[config.mk]
export PLATFORM = sky130hd
export DESIGN_NAME = stage2_conv_window_gen
export DESIGN_NICKNAME = d
export VERILOG_FILES = /design/src/rtl/stage2_conv_window_gen_pkg.sv /design/src/rtl/stage2_line_buffer.sv /design/src/rtl/stage2_conv_window_gen.sv
export SDC_FILE = /design/constraint.sdc
export NUM_CORES = 1
export LEC_CHECK = 0
export CELL_PAD_IN_SITES_DETAIL_PLACEMENT = 1
export CELL_PAD_IN_SITES_GLOBAL_PLACEMENT = 2
export CORE_AREA = 3 3 348 350
export DETAILED_ROUTE_END_ITERATION = 10
export DIE_AREA = 0 0 351 353
export PLACE_DENSITY_LB_ADDON = 0.2
export SLEW_MARGIN = 20
export SYNTH_ARGS = -nofsm -noshare
export SYNTH_HDL_FRONTEND = slang
export SYNTH_SLANG_ARGS = --single-unit
[constraint.sdc]
create_clock -name clk -period 23.1 [get_ports clk]
set_input_delay 2.31 -clock clk [delete_from_list [all_inputs] [get_ports clk]]
set_output_delay 2.31 -clock clk [all_outputs]
set_load 0.02 [all_outputs]
[src/rtl/stage2_conv_window_gen_pkg.sv]
// ============================================================================
// stage2_conv_window_gen_pkg : shared stage-2 window/kernel dimensions
// Revision : 1.0
// ============================================================================
`default_nettype none

package stage2_conv_window_gen_pkg;

   localparam int ST2_KX       = 5;
   localparam int ST2_KY       = 5;
   localparam int ST2_CONV_IBW = 20;
   localparam int ST2_IW       = 12;
   localparam int ST2_IH       = 12;

   // Counter/address width that never collapses to zero bits.
   function automatic int cnt_width(input int depth);
      return (depth <= 2) ? 1 : $clog2(depth);
   endfunction

endpackage

`default_nettype wire

[src/rtl/stage2_line_buffer.sv]
// ============================================================================
// stage2_line_buffer : column-addressed (ROWS)-row shift memory, read-before-write
// Revision : 1.0
// ============================================================================
`default_nettype none

module stage2_line_buffer #(
   parameter int DEPTH = 12,
   parameter int ROWS  = 4,
   parameter int IBW   = 20,
   parameter int AW    = 4
) (
   input  logic                clk,
   input  logic                i_wr_en,
   input  logic [AW-1:0]       i_col,
   input  logic [IBW-1:0]      i_pixel,
   output logic [ROWS*IBW-1:0] o_col_vec
);

   // Row 0 holds the oldest buffered line, row ROWS-1 the most recent one.
   logic [IBW-1:0] r_mem [ROWS][DEPTH];

   generate
      for (genvar ry = 0; ry < ROWS; ry++) begin : g_rd
         assign o_col_vec[ry*IBW +: IBW] = r_mem[ry][i_col];
      end
   endgenerate

   always_ff @(posedge clk) begin
      if (i_wr_en) begin
         for (int ry = 0; ry < ROWS-1; ry++) begin
            r_mem[ry][i_col] <= r_mem[ry+1][i_col];
         end
         r_mem[ROWS-1][i_col] <= i_pixel;
      end
   end

endmodule

`default_nettype wire

[src/rtl/stage2_conv_window_gen.sv]
// ============================================================================
// stage2_conv_window_gen : streaming KXxKY sliding-window generator, stride 1
// Revision : 1.0
// ============================================================================
`default_nettype none

module stage2_conv_window_gen
   import stage2_conv_window_gen_pkg::*;
#(
   parameter int IW  = ST2_IW,
   parameter int IH  = ST2_IH,
   parameter int KX  = ST2_KX,
   parameter int KY  = ST2_KY,
   parameter int IBW = ST2_CONV_IBW
) (
   input  logic                  clk,
   input  logic                  reset,
   input  logic                  i_in_valid,
   input  logic [IBW-1:0]        i_in_pixel,
   output logic                  o_ot_valid,
   output logic [KX*KY*IBW-1:0]  o_ot_fmap,
   output logic                  o_ot_last
);

   localparam int CW = cnt_width(IW);
   localparam int RW = cnt_width(IH);

   logic [CW-1:0]         r_col;
   logic [RW-1:0]         r_row;
   logic                  r_valid;
   logic                  r_last;
   logic [IBW-1:0]        r_win [KY][KX];
   logic [(KY-1)*IBW-1:0] w_lb_col;
   logic [IBW-1:0]        w_col_vec [KY];
   logic                  w_col_wrap;
   logic                  w_row_wrap;
   logic                  w_win_done;

   stage2_line_buffer #(
      .DEPTH (IW),
      .ROWS  (KY-1),
      .IBW   (IBW),
      .AW    (CW)
   ) u_line_buffer (
      .clk       (clk),
      .i_wr_en   (i_in_valid),
      .i_col     (r_col),
      .i_pixel   (i_in_pixel),
      .o_col_vec (w_lb_col)
   );

   generate
      for (genvar ky = 0; ky < KY-1; ky++) begin : g_colvec
         assign w_col_vec[ky] = w_lb_col[ky*IBW +: IBW];
      end
   endgenerate
   assign w_col_vec[KY-1] = i_in_pixel;

   assign w_col_wrap = (r_col == CW'(IW-1));
   assign w_row_wrap = (r_row == RW'(IH-1));
   // Left columns of a row still hold the previous row's tail, top rows the previous frame.
   assign w_win_done = (r_row >= RW'(KY-1)) && (r_col >= CW'(KX-1));

   always_ff @(posedge clk) begin
      if (reset) begin
         r_col   <= '0;
         r_row   <= '0;
         r_valid <= 1'b0;
         r_last  <= 1'b0;
         for (int ky = 0; ky < KY; ky++) begin
            for (int kx = 0; kx < KX; kx++) begin
               r_win[ky][kx] <= '0;
            end
         end
      end else begin
         r_valid <= i_in_valid && w_win_done;
         r_last  <= i_in_valid && w_col_wrap && w_row_wrap;
         if (i_in_valid) begin
            if (w_col_wrap) begin
               r_col <= '0;
               r_row <= w_row_wrap ? '0 : r_row + RW'(1);
            end else begin
               r_col <= r_col + CW'(1);
            end
            for (int ky = 0; ky < KY; ky++) begin
               for (int kx = 0; kx < KX-1; kx++) begin
                  r_win[ky][kx] <= r_win[ky][kx+1];
               end
               r_win[ky][KX-1] <= w_col_vec[ky];
            end
         end
      end
   end

   generate
      for (genvar ky = 0; ky < KY; ky++) begin : g_out_ky
         for (genvar kx = 0; kx < KX; kx++) begin : g_out_kx
            assign o_ot_fmap[(ky*KX+kx)*IBW +: IBW] = r_win[ky][kx];
         end
      end
   endgenerate

   assign o_ot_valid = r_valid;
   assign o_ot_last  = r_last;

endmodule

`default_nettype wire

==> impl_metrics.py <==
metrics = {
    "outcome": {
        "outcome": "complete, no violations",
    },
    "critical_path": {
        "end_kind": "register",
        "critical_path_class": "in -> reg",
        "cp.depth": 4,
        "cp_cell_sequence": "clkdlybuf4s50_1, or2_4, buf_4, buf_4",
        "crit_path_start": "reset",
        "ff2ff_setup_slack_ns": 18.12,
        "crit_top_cell": "buf_4",
        "critPathTopFamily": "buffers and inverters",
        "cp_max_fo": 72,
        "worstPathArrival_ns": 5.74,
        "crit_required_ns": 23.46,
        "startpoint_type": "input pin",
        "critical_path_buf_inv_count": 3,
        "critical_path.slowest_cell": "clkdlybuf4s50_1",
        "r2r-end": "u_line_buffer.r_mem[1][49]$_DFFE_PP_",
        "endpoint": "r_win[0][289]$_SDFFCE_PN0P_",
        "rr_worst_depth": 6,
        "slowest_delay_ns": 0.87,
        "r2r-start": "r_col[1]$_SDFFE_PP0P_",
    },
    "sta": {
        "slew_violations": 0,
        "setup_viol": 0,
        "finalSetupTns_ns": 0,
        "worstMarginPinSlew_ns": 1.17,
        "slew_headroom_pct": 22.3,
        "skew_ns": 0.0324,
        "finalCriticalPeriod_ns": 5.38,
        "max_freq_mhz": 186,
        "finalWorstSetupSlack_ns": 17.72,
        "finalCritPeriodShare_pct": 23.3,
        "finalHoldViolations": 0,
        "whs_ns": 0.524,
        "rsz0062_at_grt": "false",
    },
    "clock_network": {
        "holdBufCountCts": 0,
        "cts_tree": "yes",
        "post_cts_buffers": 0,
        "htreeDepth": 4,
        "clock_latency_ns": 0.76,
        "clockBufferDepth": 3,
        "cts_resized": 0,
        "cts.reportedPaths.clkPinSlew_ns": 0.06,
        "numCtsBuffers": 155,
        "cts_sinks": 1470,
        "root_buffer": "clkbuf_16",
    },
    "layout": {
        "layout_commonest_cell": "edfxtp_1",
        "drive_above_1_share_pct": 15.1,
        "syn_to_final_growth_pct": 21.1,
        "stdcell_count": 4996,
        "layout_common_cells": "1460 x edfxtp_1, 524 x clkdlybuf4s50_1, 420 x and2_1, 200 x mux4_2, 161 x clkbuf_16",
        "fin_area_mm2": 0.0671,
        "fin_nets": 3370,
    },
    "detailed_routing": {
        "wl_mm": 136,
        "num_vias": 27538,
        "drc": 0,
        "ant_nets": 0,
        "first_pass_iters": 5,
        "via_per_inst": 5.51,
        "drt-initial-drc-count": 2311,
        "wl_per_cell_um": 27.3,
    },
    "global_routing": {
        "first_global_vias": 29625,
        "antenna_found_initial": 2,
        "grt_pass1_wl_mm": 200,
        "grt_max_degree": 302,
        "overflow": 0,
        "grt.total_usage_pct": 21.9,
    },
    "logic_synthesis": {
        "synth_area_per_cell_um2": 20.0,
        "synth-compound-area-share_pct": 2.05,
        "synth_top_family_by_area": "multiplexers",
        "synth_adder_area_share_pct": 0.113,
        "yosys_warnings": 0,
        "synthCells": 2771,
        "ys_seq_elements": 1470,
        "synth_edf_count": 1460,
        "synthMuxAreaShare_pct": 10.8,
        "synth_xor_area_share_pct": 0,
        "ys_seq_area_share_pct": 79.5,
        "syn-num-nets": 2799,
        "synth_area_mm2": 0.0554,
        "synthArstFlopShare_pct": 0,
        "ys.flop_type": "edfxtp_1",
        "synth_simple_gate_area_share_pct": 6.12,
        "yosysUniqueCellTypes": 39,
    },
    "pwr": {
        "swShare_pct": 22.4,
        "p_int_mw": 4.65,
        "p_seq_share_pct": 52.1,
        "pwr-share-clk_pct": 39.9,
        "switchingPower_mw": 1.35,
        "p_per_area_mw_per_mm2": 89.3,
        "p_leak_nw": 22.1,
        "ir_drop_mv": 0.0643,
        "pwr-share-comb_pct": 8.0,
    },
    "placed_design": {
        "dpl.hpwl_mm": 79.4,
        "placed_cells": 4720,
        "post_dp_cell_area_mm2": 0.0622,
        "port-buffer-count": 524,
        "place_ws_ns": 16.91,
        "routabilityCongestion": 0.742,
    },
    "worst_hold_path": {
        "hp-class": "reg -> reg",
        "hp-start": "r_row[0]$_SDFFE_PP0P_",
    },
    "die": {
        "initial_core_util_pct": 46.9,
        "die-area_mm2": 0.124,
        "rows": 126,
        "io_pins": 525,
        "core_area_mm2": 0.118,
        "fp.dieW_um": 351,
        "die_y_um": 353,
    },
    "job": {
        "drv_cap": 0,
    },
}
[registers in the layout, indices dropped and copies added (netlist names)]
| register | cells |
|---|---|
| r_win | 500 |
| o_ot_valid | 1 |
| r_col | 4 |
| r_row | 4 |
| u_line_buffer.r_mem | 960 |
| o_ot_last | 1 |
[power by group through the flow]
stage / sequential, mW / combinational, mW / clock, mW
2_1_floorplan: 3.24 / 0.193 / 0
3_3_place_gp: 3.18 / 0.472 / 0
3_5_place_dp: 3.18 / 0.487 / 0
4_1_cts: 3.13 / 0.488 / 2.44
5_1_grt: 3.13 / 0.512 / 2.55
6_report: 3.12 / 0.481 / 2.39
[synthesized netlist by cell type, drive strengths merged, types with 4 or more instances]
cell	number	area, um2
mux2i	102	1020
clkbuf	75	282
and3	4	25.0
ha	5	62.6
dfxtp	10	200
o31ai	20	150
o22ai	21	131
nand2	147	552
nor2	7	26.3
edfxtp	1460	43800
inv	6	22.5
a22o	20	175
buf	78	517
a21oi	4	20.0
o21ai	124	621
mux2	40	450
and2	426	2670
mux4	200	4500
[worst register-to-register path, stage by stage (launching register included)]
cell     delay (ns)
dfxtp_4        0.82
buf_4          0.73
buf_4          0.83
buf_4          0.78
mux4_2         0.46
mux2i_1        0.12
o21ai_1        0.88
[through the flow]
step / power [mW] / utilization (%)
global route: 6.20 / 56.9
CTS: 6.05 / 56.8
finish: 6.00 / 56.9
detailed placement: 3.67 / 52.7
global placement: 3.65 / 52.7
floorplan: 3.43 / -
[cell families (layout without fill, tap and decap cells)]
| logic type | count (synthesis) | after routing |
|---|---|---|
| flops | 1470 | 1470 |
| simple gates | 601 | 601 |
| mux | 342 | 342 |
| compound gates | 194 | 194 |
| buf+inv | 159 | 847 |
| fa+ha+maj | 5 | 5 |
| other cells | 0 | 1 |
[worst min-delay path by stage]
stage / to / slack (ns) / cells past startpoint
global placement: r_row[0]$_SDFFE_PP0P_ / 0.48 / 2
finish: r_row[0]$_SDFFE_PP0P_ / 0.52 / 2
detailed placement: r_row[0]$_SDFFE_PP0P_ / 0.51 / 2
global route: r_row[0]$_SDFFE_PP0P_ / 0.55 / 2
floorplan: r_row[0]$_SDFFE_PP0P_ / 0.47 / 2
CTS: r_row[0]$_SDFFE_PP0P_ / 0.52 / 2
[per-layer routing]
layer	GRT usage [%]	vias to the layer above	share of wire (%)
li1	-	11984	-
met1	27.4	14603	39
met2	39.6	743	54
met3	3.10	208	4.4
met4	6.58	0	2.6
met5	0	-	0
[area by class of cell]
class	count	area (um2)
timing repair buffer	567	5620
clock buffer	194	4180
tap	1536	1920
multi-input combinational	1142	10700
sequential	1470	44100
antenna	1	2.50
fill	10273	50900
clock inverter	80	657
inverter	6	23.8
(Power assumes the default switching activity.)
==> edit: new RTL, same settings <==
Change the package constant `ST2_KX` from 5 to 4.
--- a/src/rtl/stage2_conv_window_gen_pkg.sv
+++ b/src/rtl/stage2_conv_window_gen_pkg.sv
@@ -7,5 +7,5 @@
 package stage2_conv_window_gen_pkg;
 
-   localparam int ST2_KX       = 5;
+   localparam int ST2_KX       = 4;
    localparam int ST2_KY       = 5;
    localparam int ST2_CONV_IBW = 20;
Ports: changed (resized o_ot_fmap); port bits go from 525 to 425. No check against the original RTL was run, so the function may have changed too.
==> edit against the original RTL <==
- largest cell class unchanged
- routed wire length decreased by 7.3%
- critical endpoint is now r_win[0][396]
- register-to-register slack improved by 0.51 ns
- final area decreased by 7.4%
- global-route usage decreased by 1.5 points
- largest power group unchanged
- power decreased by 7.5%
- area after synthesis decreased by 6.7%
- sequential cell count decreased by 100
- combinational power decreased by 9.1%
- count of clock-buffer cells in the layout decreased by 18
- die area unchanged
- clock power decreased by 8%
- sequential share of layout area increased by 0.38 points
- critical path type unchanged
- utilization decreased by 4.2 points
- setup slack got worse by 0.23 ns
==> edit: results (changes against the original RTL) <==
[cells_and_area]
fillers=10448  ; +1.7%
nets=3073  ; -8.8%
n_antenna_cell=0  ; -1
fin_cells=4683  ; -6.3%
reg_top3=u_line_buffer.r_mem (960), r_win (400)
drive_above_1_share=0.165  ; +0.0146

[synth]
synth-edff-count=1360  ; -6.8%
ys_seq_area_frac=0.793  ; -0.00139
syn_inst=2562  ; -7.5%
synth_common_cells=edfxtp_1 (1360), and2_1 (326), mux4_2 (200)
yosysUniqueCellTypes=37  ; -5.1%
ys_top_cells_by_area=edfxtp_1 (79%), mux4_2 (8.7%), and2_1 (3.9%)
ys.flop_type=edfxtp_1
async_reset_ff_frac=0  ; unchanged

[cts]
cts_setup_buffers=0  ; unchanged
clock_latency_ns=0.74  ; -0.02 ns
cts_buffers=146  ; -5.8%

[drt]
drt-initial-drc-count=2002  ; -13%
wl_met2_um=67500  ; -8.0%
wl_per_cell_um=27.0  ; -1.1%
m1WireLength_um=51600  ; -3.5%
vias=25512  ; -7.4%
drt_first_pass_iters=5  ; unchanged
dr_wl_met3_um=5120  ; -14%

[placement]
post-dp-hpwl_um=72600  ; -8.6%
post-place-cells=4432  ; -6.1%
port_buffers=424  ; -19%
place.gp.congestion=0.742  ; about the same

[global_routing]
grt_pass1_wl_um=187000  ; -6.8%
gr-usage-all-layers=0.205  ; -0.0148
grt_pass1_vias=27697  ; -6.5%
grt_max_degree=142  ; -53%

[min_path]
hold_depth=2  ; unchanged

[timing]
tightest_slew_ns=1.09  ; -0.0722 ns
finClkSkew_ns=0.0237  ; -0.00868 ns

[run_status]
outcome=finished clean

[critical_path]
cp.arrival_ns=5.96  ; +0.22 ns
max_stage_delay_ns=0.93  ; +0.06 ns
reg2reg_slack_ns=18.63  ; +0.51 ns
rr_worst_depth=5  ; -1
crit_path_max_fanout=83  ; +15%
reg2reg_to=u_line_buffer.r_mem[0][27]
crit_slowest_cell=buf_4

[power_and_ir_drop]
irDropWorstVdd_mv=0.0726  ; +13%
p_leak_nw=20.2  ; -8.6%

[edit: area by class of cell]
class / instances / share of cell area
Sequential cell: 1370 / 0.660
Multi-Input combinational cell: 1044 / 0.162
Timing Repair Buffer: 477 / 0.0750
Clock buffer: 176 / 0.0612
Tap cell: 1536 / 0.0309
Clock inverter: 74 / 0.0107
Inverter: 6 / 0.000382
[edit: where the power goes]
group / leakage (nW) / total [mW] / internal (mW) / switching [mW]
Clock: 2.18 / 2.21 / 1.27 / 0.935
Combinational: 4.81 / 0.437 / 0.169 / 0.268
Sequential: 13.2 / 2.90 / 2.86 / 0.0409
[edit: routing by layer]
metal / vias up / global-route usage
li1: 11091 / -
met5: - / 0
met2: 633 / 0.366
met4: 0 / 0.0495
met1: 13627 / 0.261
met3: 161 / 0.0313
[edit: tightest hold or removal path: stages, from the launching register on]
cell and delay (ns):
dfxtp_1 0.34, nand2_1 0.07, a21oi_1 0.06
[edit: kinds of logic (layout without fill, tap and decap cells)]
group | count (synthesis) | count (layout) | share of synthesized area
muxes | 342 | 342 | 0.115
buffers and inverters | 148 | 733 | 0.0147
adders and majority gates | 5 | 5 | 0.00121
and+or+nand+nor | 503 | 503 | 0.0536
AOI/OAI and AO/OA | 194 | 194 | 0.0219
DFF | 1370 | 1370 | 0.793
[edit: how the worst max path moves through the flow]
stage	start	endpoint	slack, ns	depth (start not counted)
3_3_place_gp	reset	r_win[0][337]	16.86	4
4_1_cts	reset	r_win[0][254]	17.51	4
2_1_floorplan	i_in_valid	u_line_buffer.r_mem[0][160]	14.55	3
5_1_grt	reset	r_win[0][377]	17.23	4
6_report	reset	r_win[0][396]	17.49	4
3_5_place_dp	reset	r_win[0][358]	16.72	4
[edit: metrics by stage]
stage          hold slack, ns   util  worst slack (ns)  cell area [um2]
2_1_floorplan           0.462      -             14.55            51700
3_3_place_gp            0.474  0.488             16.86            57700
3_5_place_dp            0.507  0.488             16.72            57700
4_1_cts                 0.515  0.526             17.51            62100
5_1_grt                 0.525  0.527             17.23            62200
6_report                0.512  0.527             17.49            62200
